`config.mk`:
```
export PLATFORM = sky130hd
export DESIGN_NAME = mul_16_seq
export DESIGN_NICKNAME = d
export VERILOG_FILES = /design/src/rtl/mul_16_seq.sv
export SDC_FILE = /design/constraint.sdc
export NUM_CORES = 1
export LEC_CHECK = 0
export CORE_ASPECT_RATIO = 0.75
export CORE_MARGIN = 4
export CORE_UTILIZATION = 50
export DETAILED_ROUTE_END_ITERATION = 10
export PLACE_DENSITY = 0.75
export RECOVER_POWER = 100
export SYNTH_ARGS = -nofsm -noshare
export SYNTH_HDL_FRONTEND = slang
export SYNTH_HIERARCHICAL = 1
export SYNTH_SLANG_ARGS = --single-unit
```
`constraint.sdc`:
```
create_clock -name clk -period 11.1 [get_ports clk]
set_input_delay 2.22 -clock clk [delete_from_list [all_inputs] [get_ports clk]]
set_output_delay 2.22 -clock clk [all_outputs]
set_load 0.005 [all_outputs]
```
`src/rtl/mul_16_seq.sv`:
```
// Sequential 16x16 shift-and-add multiplier returning the low 16 bits of the
// product. A single add_16 instance performs every accumulate step.

// Combinational 16-bit ripple-carry adder; carry-out is discarded (wrap-around).
module add_16 (
    input  logic [15:0] a,
    input  logic [15:0] b,
    output logic [15:0] sum
);

    localparam int unsigned W = 16;

    logic carry;

    // Ripple the carry from bit 0 upward; final carry is dropped.
    always_comb begin
        sum   = '0;
        carry = 1'b0;
        for (int i = 0; i < int'(W); i++) begin
            sum[i] = a[i] ^ b[i] ^ carry;
            carry  = (a[i] & b[i]) | (carry & (a[i] ^ b[i]));
        end
    end

endmodule

// Controller that sequences one add_16 through a fixed 16-step loop.
module mul_16_seq (
    input  logic        clk,
    input  logic        rst_n,
    input  logic        start,
    input  logic [15:0] a,
    input  logic [15:0] b,
    output logic        busy,
    output logic        done,
    output logic [15:0] out
);

    localparam int unsigned W     = 16;
    localparam int unsigned CW    = 5;
    localparam int unsigned ITERS = 16;

    typedef enum logic [1:0] {
        IDLE = 2'd0,
        RUN  = 2'd1,
        DONE = 2'd2
    } state_t;

    state_t          state;
    logic [W-1:0]    mcand;
    logic [W-1:0]    mplier;
    logic [W-1:0]    acc;
    logic [CW-1:0]   count;
    logic [W-1:0]    sum;
    logic [W-1:0]    acc_next;

    // The only adder on the accumulate path.
    add_16 u_add (
        .a   (acc),
        .b   (mcand),
        .sum (sum)
    );

    // Accumulate only when the current multiplier bit is set.
    assign acc_next = mplier[0] ? sum : acc;

    // Control FSM, datapath registers and registered outputs.
    always_ff @(posedge clk or negedge rst_n) begin
        if (!rst_n) begin
            state  <= IDLE;
            mcand  <= '0;
            mplier <= '0;
            acc    <= '0;
            count  <= '0;
            busy   <= 1'b0;
            done   <= 1'b0;
            out    <= '0;
        end else begin
            unique case (state)
                IDLE, DONE: begin
                    done <= 1'b0;
                    busy <= 1'b0;
                    if (start) begin
                        mcand  <= a;
                        mplier <= b;
                        acc    <= '0;
                        count  <= '0;
                        busy   <= 1'b1;
                        state  <= RUN;
                    end else begin
                        state  <= IDLE;
                    end
                end
                RUN: begin
                    acc    <= acc_next;
                    mcand  <= mcand << 1;
                    mplier <= mplier >> 1;
                    count  <= count + CW'(1);
                    // Fixed length: no early exit when mplier runs out of ones.
                    if (count == CW'(ITERS - 1)) begin
                        out   <= acc_next;
                        busy  <= 1'b0;
                        done  <= 1'b1;
                        state <= DONE;
                    end
                end
                default: begin
                    busy  <= 1'b0;
                    done  <= 1'b0;
                    state <= IDLE;
                end
            endcase
        end
    end

endmodule
```
==> results.ini <==
[run_status]
status = finished, violations left
violations = max-capacitance violations, max-slew violations

[pwr]
ir_worst_vdd_uv = 157
p_per_area_nw_per_um2 = 306
power.leakage_nw = 2.06
finalPower_mw = 1.30

[cts]
cts_buffer_depth = 2
cts_tree = yes
cts_setup_buffers = 0
insertion_delay_ps = 350
cts_max_level = 3
cts_buffers = 9
numClockSinks = 72
cts_hold_buf = 0
cts-root-buf = clkbuf_8
clk_pin_slew_ps = 70
postCtsResizedCells = 0

[detailed_routing]
routedWlPerCell_um = 16.4
viasPerCell = 5.61
drt-initial-drc-count = 145
drc_errors = 0
drt_first_pass_iters = 5
drtAntennaViolNets = 0
wirelength_um = 7580
vias = 2587

[timing]
maxSlewViolCount = 124
max_clock_freq_mhz = 151
setup_slack_ps = 4460
whs_ps = 475
fin_tns_setup_ps = 0
rsz0062_at_grt = no
slew_headroom_pct = -148
fin_crit_ps = 6640
finalCritPeriodShare_pct = 59.8
worst_pin_slew_ps = 3710
skew_ps = 8.96
finalHoldViolations = 0
finalSetupViolCount = 0

[grt]
grt_util_met2_pct = 31.3
grt_antenna_before_repair = 0
grt_pass1_wl_um = 13000
grt_start_max_net_pins = 73
gr-total-overflow = 0
use_met1_pct = 27.0
grt.busiest_layer = met2
grt_use_met3_pct = 5.86
grt_use_total_pct = 19.7
grt_pass1_vias = 2624

[job]
drv_cap = 2

[placement]
placed_cells = 445
dpl.hpwl_um = 5130
postPlaceCellArea_um2 = 3990
place_ws_ps = 4560
globalplace.congestion = 0.780
port-buffer-count = 52

[floorplanning]
ios = 53
core_um2 = 6510
rows = 25
initial_utilization_pct = 53.2
die_y_um = 80.1
die_w_um = 104
dieArea_um2 = 8340

[final_layout]
antenna_cells = 0
layout_common_cells = 80 x nand2_1, 72 x dfrtp_1, 47 x nand3_1, 32 x clkdlybuf4s50_1, 30 x a22oi_1
nFillCells = 541
layout_commonest_cell = nand2_1
regArea_um2 = 1800
final_cells = 461
final_layout_size_suffix_gt1_share_pct = 5.00
nets = 427
multiInputGateArea_um2 = 1490
final_area_um2 = 4230
syn_to_final_growth_pct = 22.2
post-route-util_pct = 65.1

[setup_path]
cp_max_fo = 3
reg2reg_to = out[15]
critPathRequiredTime_ps = 11280
cpPeakStageDelay_ps = 420
critPathSlowestCell = fa_1
cp-start-kind = register
cp.arrival_ps = 6820
cp_top_family = adder cells
path_buf_inv = 2
critical_path_class = register to register
cp-end-kind = register
r2r_slack_ps = 4460
cp_common_cell = fa_1
cp_num_cells = 20
crit_end = out[15]
crit_chain = ha_1 -> inv_1 -> fa_1 -> inv_1 -> fa_1 -> fa_1 -> fa_1 -> fa_1 -> fa_1 -> fa_1 -> fa_1 -> fa_1 -> fa_1 -> fa_1 -> fa_1 -> fa_1 -> fa_1 -> xor3_1 -> mux2i_1 -> o21ai_0
cp-startpoint = acc[0]
regToRegStartpoint = acc[0]
r2r_cells = 20

[yosys]
synth_nets = 385
synth_edf_count = 0
synthArstFlopShare_pct = 100
ys.flop_type = dfrtp_1
syn_inst = 333
yosys_warnings = 6
ys_seq_area_share_pct = 52.0
ys_seq_elements = 72
syn_avg_cell_area_um2 = 10.4
netlist_area_um2 = 3460
ys_types = 25

[hold_path]
min_path_type = register to register
whs_path_depth = 1

Yosys cell counts (2+ instances only):
library cell	number	area, um2
buf_2	18	90.1
mux2i_1	18	180
o21ai_0	18	90.1
a22o_1	3	26.3
nand2_1	80	300
nand3_1	47	235
fa_1	14	280
nand3b_1	2	15.0
clkbuf_1	3	11.3
nor2b_1	2	12.5
a22oi_1	30	225
dfrtp_1	72	1800
inv_1	8	30.0
ha_1	3	37.5
nand2b_1	2	12.5
buf_4	4	30.0
sequential cells by signal, indices dropped and copies added (netlist names):
signal  cells
count       5
mcand      16
acc        16
done        1
mplier     16
out        16
busy        1
state       1
routing by layer:
metal | up-vias | share of wire (%)
met3 | 8 | 4.7
li1 | 1225 | -
met4 | 0 | 0.84
met1 | 1280 | 46
met2 | 74 | 48
met5 | - | 0
cell families (layout without fill, tap and decap cells):
group                    Yosys count  after routing  synth area share (%)
AO/OA/AOI/OAI                     53             53                  10.3
AND/OR/NAND/NOR                  137            137                  17.3
buffers and inverters             34             81                  4.80
adder cells (fa/ha/maj)           17             17                  9.18
XOR/XNOR                           1              1                 0.686
flip-flops                        72             72                  52.0
multiplexers                      19             19                  5.64
worst min path at each step:
stage                   from       end  slack (ps)
floorplan           count[3]  count[3]         440
global placement    count[3]  count[3]         460
detailed placement  count[3]  count[3]         460
CTS                 count[3]  count[3]         480
global route          out[1]    out[1]         510
finish              count[3]  count[3]         470
where the power goes:
group	switching (mW)	internal, mW
clock	0.0987	0.173
sequential	0.0940	0.383
combinational	0.299	0.249
total	0.491	0.804
final cells by class:
type | count | share of cell area (%)
multi-input cells | 227 | 35.3
inverters | 8 | 0.709
clock inverters | 5 | 3.04
clock buffers | 11 | 3.10
repair buffers | 57 | 12.9
well taps | 81 | 2.39
flip-flops and latches | 72 | 42.6
worst register-to-register path: cells and delay by family, from the launching register on:
| family | cells | cell delay [ps] |
|---|---|---|
| AOI/OAI and AO/OA | 1 | 90 |
| xor gates and xnor gates | 1 | 200 |
| adders and majority gates | 15 | 5550 |
| buffers and inverters | 2 | 120 |
| DFF | 1 | 400 |
| muxes | 1 | 130 |
No activity file was read; power rests on OpenSTA's default activity.
